--- src/rtl/ccff_chain_loader.sv ---
// ---------------------------------------------------------------------------
// ccff_chain_loader
//
// Programming-side controller for the fabric configuration chain
// (ccff_head -> tiles -> ccff_tail). Bitstream words arrive over a
// valid/ready interface and are serialized MSB-first onto o_ccff_head, one
// bit per enabled prog_clk cycle, for exactly CHAIN_LEN bits. The previous
// chain contents emerging at i_ccff_tail are captured and returned as
// readback words (first captured bit in the MSB).
//
// Ports:
//   i_prog_clk   programming clock (rising edge)
//   i_pReset_n   asynchronous active-low reset
//   i_start      1-cycle request to begin a full chain load (IDLE only)
//   i_abort      cancels an in-progress load (LOAD/DRAIN only, beats start)
//   i_cfg_data   bitstream word, MSB shifted first
//   i_cfg_valid  i_cfg_data valid
//   o_cfg_ready  word accepted when i_cfg_valid & o_cfg_ready
//   o_ccff_head  serial bit into the chain
//   o_ccff_en    chain shift enable (clock-gate enable for the tiles)
//   i_ccff_tail  serial bit out of the chain
//   o_rd_data    readback word, held until the next o_rd_valid pulse
//   o_rd_valid   1-cycle pulse qualifying o_rd_data
//   o_busy       high while loading or draining
//   o_done       1-cycle pulse on successful completion
//   o_aborted    1-cycle pulse when an abort is taken
// ---------------------------------------------------------------------------
module ccff_chain_loader #(
  parameter int CHAIN_LEN = 64,
  parameter int WORD_W    = 8,
  parameter int CNT_W     = $clog2(CHAIN_LEN + 1)
) (
  input  logic              i_prog_clk,
  input  logic              i_pReset_n,
  input  logic              i_start,
  input  logic              i_abort,
  input  logic [WORD_W-1:0] i_cfg_data,
  input  logic              i_cfg_valid,
  output logic              o_cfg_ready,
  output logic              o_ccff_head,
  output logic              o_ccff_en,
  input  logic              i_ccff_tail,
  output logic [WORD_W-1:0] o_rd_data,
  output logic              o_rd_valid,
  output logic              o_busy,
  output logic              o_done,
  output logic              o_aborted
);

  localparam logic [1:0] ST_IDLE  = 2'd0;
  localparam logic [1:0] ST_LOAD  = 2'd1;
  localparam logic [1:0] ST_DRAIN = 2'd2;
  localparam logic [1:0] ST_DONE  = 2'd3;

  localparam int CAP_W = $clog2(WORD_W + 1);

  localparam logic [CNT_W-1:0] LP_CHAIN = CNT_W'(CHAIN_LEN);
  // Largest number of bits a single word can contribute, in counter width.
  localparam logic [CNT_W-1:0] LP_WCAP  = (WORD_W >= CHAIN_LEN) ? CNT_W'(CHAIN_LEN)
                                                                : CNT_W'(WORD_W);
  localparam logic [CAP_W-1:0] LP_WW    = CAP_W'(WORD_W);

  logic [1:0]        r_state;
  logic [WORD_W-1:0] r_shift;
  logic [CNT_W-1:0]  r_pend;      // bits of r_shift still to be issued
  logic [CNT_W-1:0]  r_bits;      // bits issued so far this load
  logic              r_cfg_ready;
  logic              r_ccff_head;
  logic              r_ccff_en;
  logic [WORD_W-1:0] r_cap;
  logic [CAP_W-1:0]  r_cap_cnt;
  logic [WORD_W-1:0] r_rd_data;
  logic              r_rd_valid;
  logic              r_busy;
  logic              r_done;
  logic              r_aborted;

  logic              w_issue;
  logic [CNT_W-1:0]  w_bits_after;
  logic [CNT_W-1:0]  w_remain;
  logic [CNT_W-1:0]  w_load_cnt;
  logic              w_abort_take;

  logic [1:0]        w_state_next;
  logic [WORD_W-1:0] w_shift_next;
  logic [CNT_W-1:0]  w_pend_next;
  logic [CNT_W-1:0]  w_bits_next;
  logic              w_head_next;
  logic              w_en_next;
  logic              w_ready_next;
  logic              w_busy_next;
  logic              w_done_next;
  logic              w_aborted_next;

  logic [WORD_W-1:0] w_cap_shift;
  logic [CAP_W-1:0]  w_cap_inc;
  logic [WORD_W-1:0] w_cap_next;
  logic [CAP_W-1:0]  w_cap_cnt_next;
  logic [WORD_W-1:0] w_rd_data_next;
  logic              w_rd_valid_next;

  assign w_issue      = (r_pend != '0);
  assign w_bits_after = r_bits + CNT_W'(w_issue);
  // A word is only accepted when at most one bit is pending, and that bit is
  // issued in the same cycle, so the new word starts from w_bits_after.
  assign w_remain     = LP_CHAIN - w_bits_after;
  assign w_load_cnt   = (w_remain > LP_WCAP) ? LP_WCAP : w_remain;
  assign w_abort_take = i_abort && ((r_state == ST_LOAD) || (r_state == ST_DRAIN));

  always_comb begin
    w_state_next   = r_state;
    w_shift_next   = r_shift;
    w_pend_next    = r_pend;
    w_bits_next    = r_bits;
    w_head_next    = r_ccff_head;
    w_en_next      = 1'b0;
    w_done_next    = 1'b0;
    w_aborted_next = 1'b0;
    case (r_state)
      ST_IDLE: begin
        if (i_start && !i_abort) begin
          w_state_next = ST_LOAD;
          w_shift_next = '0;
          w_pend_next  = '0;
          w_bits_next  = '0;
        end
      end
      ST_LOAD: begin
        if (i_abort) begin
          w_state_next   = ST_IDLE;
          w_aborted_next = 1'b1;
          w_shift_next   = '0;
          w_pend_next    = '0;
        end else begin
          // Without a pending bit the chain simply stalls: en low, head held.
          if (w_issue) begin
            w_head_next  = r_shift[WORD_W-1];
            w_en_next    = 1'b1;
            w_shift_next = r_shift << 1;
            w_pend_next  = r_pend - CNT_W'(1);
            w_bits_next  = w_bits_after;
          end
          if (r_cfg_ready && i_cfg_valid) begin
            w_shift_next = i_cfg_data;
            w_pend_next  = w_load_cnt;
          end
          if (w_bits_next == LP_CHAIN) begin
            w_state_next = ST_DRAIN;
          end
        end
      end
      ST_DRAIN: begin
        if (i_abort) begin
          w_state_next   = ST_IDLE;
          w_aborted_next = 1'b1;
        end else begin
          w_state_next = ST_DONE;
          w_done_next  = 1'b1;
        end
      end
      default: begin
        w_state_next = ST_IDLE;
      end
    endcase
    // Ready is raised one cycle ahead so the next word lands in the same
    // cycle the last pending bit goes out (zero-bubble streaming).
    w_ready_next = (w_state_next == ST_LOAD) && (w_pend_next <= CNT_W'(1)) &&
                   ((w_bits_next + w_pend_next) != LP_CHAIN);
    w_busy_next  = (w_state_next == ST_LOAD) || (w_state_next == ST_DRAIN);
  end

  // Readback: the tail bit shifts out on every edge that ends a cycle with
  // the registered enable high, so it is sampled on exactly those edges.
  assign w_cap_shift = (r_cap << 1) | WORD_W'(i_ccff_tail);
  assign w_cap_inc   = r_cap_cnt + CAP_W'(1);

  always_comb begin
    w_cap_next      = r_cap;
    w_cap_cnt_next  = r_cap_cnt;
    w_rd_data_next  = r_rd_data;
    w_rd_valid_next = 1'b0;
    if (((r_state == ST_IDLE) && i_start && !i_abort) || w_abort_take) begin
      w_cap_next     = '0;
      w_cap_cnt_next = '0;
    end else if (r_ccff_en) begin
      if (w_cap_inc == LP_WW) begin
        w_rd_valid_next = 1'b1;
        w_rd_data_next  = w_cap_shift;
        w_cap_next      = '0;
        w_cap_cnt_next  = '0;
      end else if (r_state == ST_DRAIN) begin
        // Final partial word: left-justify so unused LSBs read as zero.
        w_rd_valid_next = 1'b1;
        w_rd_data_next  = w_cap_shift << (LP_WW - w_cap_inc);
        w_cap_next      = '0;
        w_cap_cnt_next  = '0;
      end else begin
        w_cap_next     = w_cap_shift;
        w_cap_cnt_next = w_cap_inc;
      end
    end
  end

  always_ff @(posedge i_prog_clk or negedge i_pReset_n) begin
    if (!i_pReset_n) begin
      r_state     <= ST_IDLE;
      r_shift     <= '0;
      r_pend      <= '0;
      r_bits      <= '0;
      r_cfg_ready <= 1'b0;
      r_ccff_head <= 1'b0;
      r_ccff_en   <= 1'b0;
      r_cap       <= '0;
      r_cap_cnt   <= '0;
      r_rd_data   <= '0;
      r_rd_valid  <= 1'b0;
      r_busy      <= 1'b0;
      r_done      <= 1'b0;
      r_aborted   <= 1'b0;
    end else begin
      r_state     <= w_state_next;
      r_shift     <= w_shift_next;
      r_pend      <= w_pend_next;
      r_bits      <= w_bits_next;
      r_cfg_ready <= w_ready_next;
      r_ccff_head <= w_head_next;
      r_ccff_en   <= w_en_next;
      r_cap       <= w_cap_next;
      r_cap_cnt   <= w_cap_cnt_next;
      r_rd_data   <= w_rd_data_next;
      r_rd_valid  <= w_rd_valid_next;
      r_busy      <= w_busy_next;
      r_done      <= w_done_next;
      r_aborted   <= w_aborted_next;
    end
  end

  assign o_cfg_ready = r_cfg_ready;
  assign o_ccff_head = r_ccff_head;
  assign o_ccff_en   = r_ccff_en;
  assign o_rd_data   = r_rd_data;
  assign o_rd_valid  = r_rd_valid;
  assign o_busy      = r_busy;
  assign o_done      = r_done;
  assign o_aborted   = r_aborted;

endmodule

--- config.mk ---
export PLATFORM = sky130hd
export DESIGN_NAME = ccff_chain_loader
export DESIGN_NICKNAME = d
export VERILOG_FILES = /design/src/rtl/ccff_chain_loader.sv
export SDC_FILE = /design/constraint.sdc
export NUM_CORES = 1
export LEC_CHECK = 0
export BUFFER_PORTS_ARGS = -buffer_cell sky130_fd_sc_hd__buf_4
export CAP_MARGIN = 15
export CORE_ASPECT_RATIO = 1.1
export CORE_MARGIN = 1.5
export CORE_UTILIZATION = 50
export CTS_CLUSTER_DIAMETER = 150
export CTS_CLUSTER_SIZE = 20
export DETAILED_ROUTE_END_ITERATION = 10
export HOLD_SLACK_MARGIN = 0.05
export PLACE_DENSITY = 0.69
export SLEW_MARGIN = 30
export SYNTH_ARGS = -nofsm -noshare
export SYNTH_HDL_FRONTEND = slang
export SYNTH_SLANG_ARGS = --single-unit
--- constraint.sdc ---
create_clock -name i_prog_clk -period 7.7 [get_ports i_prog_clk]
set_input_delay 1.155 -clock i_prog_clk [delete_from_list [all_inputs] [get_ports i_prog_clk]]
set_output_delay 1.155 -clock i_prog_clk [all_outputs]
set_load 0.02 [all_outputs]
==> results.md <==
Pwr:
- Sequential cells account for 29.1% of the total power.
- The net switching component of the power is about 630 µW.
- Combinational cells account for between 50% and 60% of the total power.
- IR analysis of the VDD net gives a maximum drop of 0.187 mV.
- Of the total power, the share spent switching nets is about 46%.
- The power density over the cells is 366 nW/µm².
- The internal power component is 745 µW.
- In this run, the clock network consumes between 10% and 20% of the power.
- The leakage component of the power is approximately 0.0017 µW.

Finish:
- Cells with a size suffix above 1 make up 13.6% of the layout.
- The number of fill cells in the layout is 599.
- 0 antenna diodes ended up in the layout.
- The final net count is around 430.
- Relative to the synthesized area, the layout overhead comes to 9.89%.
- The number of cells in the finished layout apart from fillers is approximately 480.

Setup path:
- STA classifies the critical path endpoint as a flop.
- The maximum fanout encountered on the critical timing path is 12.
- STA puts the critical path data arrival time at about 5.9 ns.
- For the worst setup path, the data required time is 7.93 ns.
- The worst setup path is launched from a flop.
- The worst setup path is of the flop to flop kind.

Synthesis:
- The simple logic cell fraction of the synthesized area is between 10% and 20%.
- By count the netlist is led by sky130_fd_sc_hd__dfrtp_1 (50), sky130_fd_sc_hd__nand2_1 (43), sky130_fd_sc_hd__a21oi_1 (23), sky130_fd_sc_hd__o21ai_0 (23), sky130_fd_sc_hd__nor2_1 (20).
- The synthesized design contains 50 register bits.
- Summing every instance area after synthesis gives approximately 3400 µm².
- Synthesis produced a netlist with a net count of 412.
- The adder-cell share of the synthesized area is under 10%.
- Among all flip-flop cells after synthesis, the most frequent one is sky130_fd_sc_hd__dfrtp_1.
- The netlist uses 64 different library cells.
- The largest family of logic cells by synthesized area is compound AO/OA/AOI/OAI gates.
- A synthesized cell averages roughly 9.0 µm².
- The Yosys step of the flow raised 0 warnings.
- The post-synthesis cell count is 380.
- The sequential fraction of the synthesis area is between 30 and 40%.
- The mux contribution to synthesized area is 5.26%.
- Yosys attributes the largest share of cell area to sky130_fd_sc_hd__dfrtp_1 (36%), sky130_fd_sc_hd__ha_1 (6.2%), sky130_fd_sc_hd__nand2_1 (4.7%).
- Yosys mapped a number of flops with a built-in enable equal to 0.
- The share of synthesized area in the top cell type comes to between 30% and 40%.
- For this run, asynchronously set or reset flops after synthesis account for between 90% and 100%.
- The dominant cell by count in the synthesized netlist is sky130_fd_sc_hd__dfrtp_1.
- The synthesized-area fraction occupied by ao, oa, aoi and oai cells is between 20% and 30%.
- Of all cell types, the one taking the most synthesized area is sky130_fd_sc_hd__dfrtp_1.
- The share of the synthesized netlist area taken by xor and xnor gates is under 10%.

Floorplanning:
- The floorplan has 31 rows.
- In this run the standard cell core region covers around 6600 µm².
- For this configuration, the core starts out at a cell density of 52.0%.
- The area enclosed by the die boundary is about 7400 µm².
- The floorplan step set the die height to ~90 µm.
- The die boundary width is between 80 and 90 µm.
- During I/O placement, the number of pins put on the boundary was 29.

Route:
- The count of nets left with antenna violations once routing finished came out at 0.
- For this run, the detailed router's first-pass iteration total came to 4.
- The wire length per cell is around 16 µm.
- The average via count per standard cell is just under 6.
- For this block, the routed nets add up to 7560 µm of wire.
- In the routed design, unresolved DRC markers number 0.
- For this block, the initial DRC count from the detailed router was roughly 120.
- The final route contains between 2,000 and 3,000 vias.

Placed design:
- The detailed placer's ending HPWL is around 5600 µm.
- Input and output buffers added on the ports amount to 28.
- The final weighted congestion in routability-driven placement is approximately 0.86.
- The number of placed instances, taps included, is between 400 and 500.

Clock network:
- The number of clock buffers added by TritonCTS is 5.
- The clock drives 50 sinks.
- The number of setup buffers added after CTS is 0.
- The later pin in the worst-skew pair is clocked with a latency of 0.31 ns.
- Clock-pin slew was measured on the worst setup and hold paths at roughly 0.10 ns.
- TritonCTS built the clock tree.
- The H-tree generated during clock tree synthesis spans 2 levels.
- The count of instances resized after the clock tree is built is 0.
- In this run the deepest clock path goes through 2 buffers.
- The tree is rooted in a sky130_fd_sc_hd__clkbuf_8.
- The post-cts hold buffer count is 0.

Worst hold path:
- The class of the worst hold path is flop to flop.

STA:
- The final critical delay including setup and external delays is roughly 5.7 ns.
- The normalized max-slew margin is a little under half.
- The worst clock skew on the final layout is between 0.01 and 0.015 ns.
- For the final routed database, the setup TNS stands at 0 ns.
- The final setup violation count is 0.
- For this run, the top clock speed supported by timing is around 180 MHz.
- Setup repair after global routing left no endpoint under its margin.
- The part of the cycle the worst path needs is about three quarters.
- The final number of hold-violating endpoints came to 0.
- The number of max-slew violations in the final report is 0.
- The transition time of the tightest slew-check pin is 0.792 ns.

Global routing:
- The pin count of the biggest net entering global routing is between 50 and 60.
- The remaining global-route overflow is 0.
- The initial antenna violation count was 0.
- The first-pass GRT wire length is 12,900 µm.
- The via count of the first global-routing pass was ~2,700.
- Global routing used 22.3% of the available tracks.

Status:
- The run finished with clean final reports.

Flow run:
- The max-cap violation count is 0.
-- stage by stage --
step	setup WS, ns	area, µm²	power (µW)	util [%]	hold WS (ns)
after global placement	2.31	3650	1170	55.3	0.457
after CTS	2.07	3770	1380	57.1	0.489
final	2.04	3770	1380	57.1	0.486
after floorplan	2.81	3430	1010	-	0.443
after global routing	1.57	3770	1510	57.1	0.510
after detailed placement	2.09	3650	1180	55.4	0.465
-- logic make-up after synthesis --
logic type	after synthesis
simple gates	124
fa+ha+maj	18
mux	14
flops	50
buf+inv	39
compound gates	117
xor+xnor	18
-- power by group through the flow --
| stage | Combinational [µW] | Sequential (µW) | Clock [µW] |
|---|---|---|---|
| after CTS | 786 | 400 | 198 |
| after detailed placement | 779 | 405 | 0 |
| after floorplan | 628 | 378 | 0 |
| after global placement | 767 | 403 | 0 |
| after global routing | 880 | 414 | 212 |
| final | 785 | 401 | 193 |
-- final cells by class --
cell class,instances,area [µm²],share of cell area (%)
Timing Repair Buffer,30,223,5.91
Tap cell,82,103,2.72
Inverter,17,63.8,1.69
Clock inverter,3,47.5,1.26
Sequential cell,50,1250,33.2
Clock buffer,5,68.8,1.83
Multi-Input combinational cell,291,2010,53.4
-- sequential cells by signal (all words and copies together) (netlist names) --
signal / cells
o_ccff_en: 1
o_cfg_ready: 1
r_pend: 7
o_busy: 1
r_shift: 8
r_bits: 7
o_aborted: 1
o_rd_valid: 1
o_rd_data: 8
r_cap: 7
o_ccff_head: 1
r_state: 2
r_cap_cnt: 4
o_done: 1
-- per-layer routing --
metal	share of wire, %	GRT usage, %	wire (µm)
met4	2.7	8.33	205
met5	0	0	0
met2	47	33.6	3530
met3	3.9	4.16	292
met1	47	31.7	3530
-- worst max-delay path: stages, from the launching register on --
cell and delay (ns):
sky130_fd_sc_hd__dfrtp_1 0.41, sky130_fd_sc_hd__inv_1 0.07, sky130_fd_sc_hd__ha_1 0.18, sky130_fd_sc_hd__nor3b_1 0.32, sky130_fd_sc_hd__nand2_1 0.32, sky130_fd_sc_hd__ha_1 0.35
sky130_fd_sc_hd__ha_1 0.33, sky130_fd_sc_hd__xnor2_2 0.24, sky130_fd_sc_hd__and2_4 0.20, sky130_fd_sc_hd__or4_1 0.51, sky130_fd_sc_hd__a21o_1 0.18, sky130_fd_sc_hd__a211oi_2 0.26
sky130_fd_sc_hd__nand3_1 0.11, sky130_fd_sc_hd__o211ai_1 0.16, sky130_fd_sc_hd__ha_1 0.23, sky130_fd_sc_hd__inv_1 0.06, sky130_fd_sc_hd__fa_1 0.39, sky130_fd_sc_hd__nor2b_1 0.16
sky130_fd_sc_hd__o31a_1 0.16, sky130_fd_sc_hd__o22ai_1 0.10, sky130_fd_sc_hd__xnor2_1 0.15, sky130_fd_sc_hd__xnor2_1 0.14, sky130_fd_sc_hd__a2111o_1 0.38, sky130_fd_sc_hd__nor4_2 0.15
-- placed cells by master, fill, tap and decap left out, types with 2 or more instances in the layout --
| cell type | n |
|---|---|
| sky130_fd_sc_hd__a21o_1 | 6 |
| sky130_fd_sc_hd__mux4_2 | 3 |
| sky130_fd_sc_hd__a22oi_1 | 6 |
| sky130_fd_sc_hd__or3_1 | 5 |
| sky130_fd_sc_hd__xnor2_1 | 13 |
| sky130_fd_sc_hd__nor2b_1 | 9 |
| sky130_fd_sc_hd__or2_2 | 3 |
| sky130_fd_sc_hd__xor2_1 | 4 |
| sky130_fd_sc_hd__a22o_1 | 14 |
| sky130_fd_sc_hd__mux2_2 | 2 |
| sky130_fd_sc_hd__clkbuf_8 | 5 |
| sky130_fd_sc_hd__buf_4 | 29 |
| sky130_fd_sc_hd__o211ai_1 | 5 |
| sky130_fd_sc_hd__nand2_1 | 43 |
| sky130_fd_sc_hd__o22ai_1 | 3 |
| sky130_fd_sc_hd__ha_1 | 17 |
| sky130_fd_sc_hd__o21ai_0 | 23 |
| sky130_fd_sc_hd__nor3_1 | 6 |
| sky130_fd_sc_hd__o31ai_1 | 10 |
| sky130_fd_sc_hd__nor2_1 | 20 |
| sky130_fd_sc_hd__and2_1 | 5 |
| sky130_fd_sc_hd__nor4_1 | 3 |
| sky130_fd_sc_hd__o21a_1 | 3 |
| sky130_fd_sc_hd__o21bai_1 | 2 |
| sky130_fd_sc_hd__nand3_1 | 11 |
| sky130_fd_sc_hd__a31oi_1 | 2 |
| sky130_fd_sc_hd__dfrtp_1 | 50 |
| sky130_fd_sc_hd__nand2b_1 | 8 |
| sky130_fd_sc_hd__inv_1 | 17 |
| sky130_fd_sc_hd__a21oi_1 | 23 |
| sky130_fd_sc_hd__mux2i_1 | 9 |
| sky130_fd_sc_hd__o21ai_1 | 2 |
| sky130_fd_sc_hd__a211oi_1 | 3 |
-- path summary, 6_finish.rpt --
| path | from | end | slack, ns | cells after the start |
|---|---|---|---|---|
| setup / recovery | r_pend[0] | o_cfg_ready | 2.04 | 23 |
| hold / removal | r_shift[2] | r_shift[2] | 0.49 | 2 |
| setup reg to reg | r_pend[0] | o_cfg_ready | 2.04 | 23 |
| hold reg to reg | r_shift[2] | r_shift[2] | 0.49 | 2 |
| max in group asynchronous | i_pReset_n | r_bits[0] | 6.42 | 1 |
| min in group asynchronous | i_pReset_n | o_rd_data[1] | 0.84 | 1 |
No activity file was read; power rests on OpenSTA's default activity.
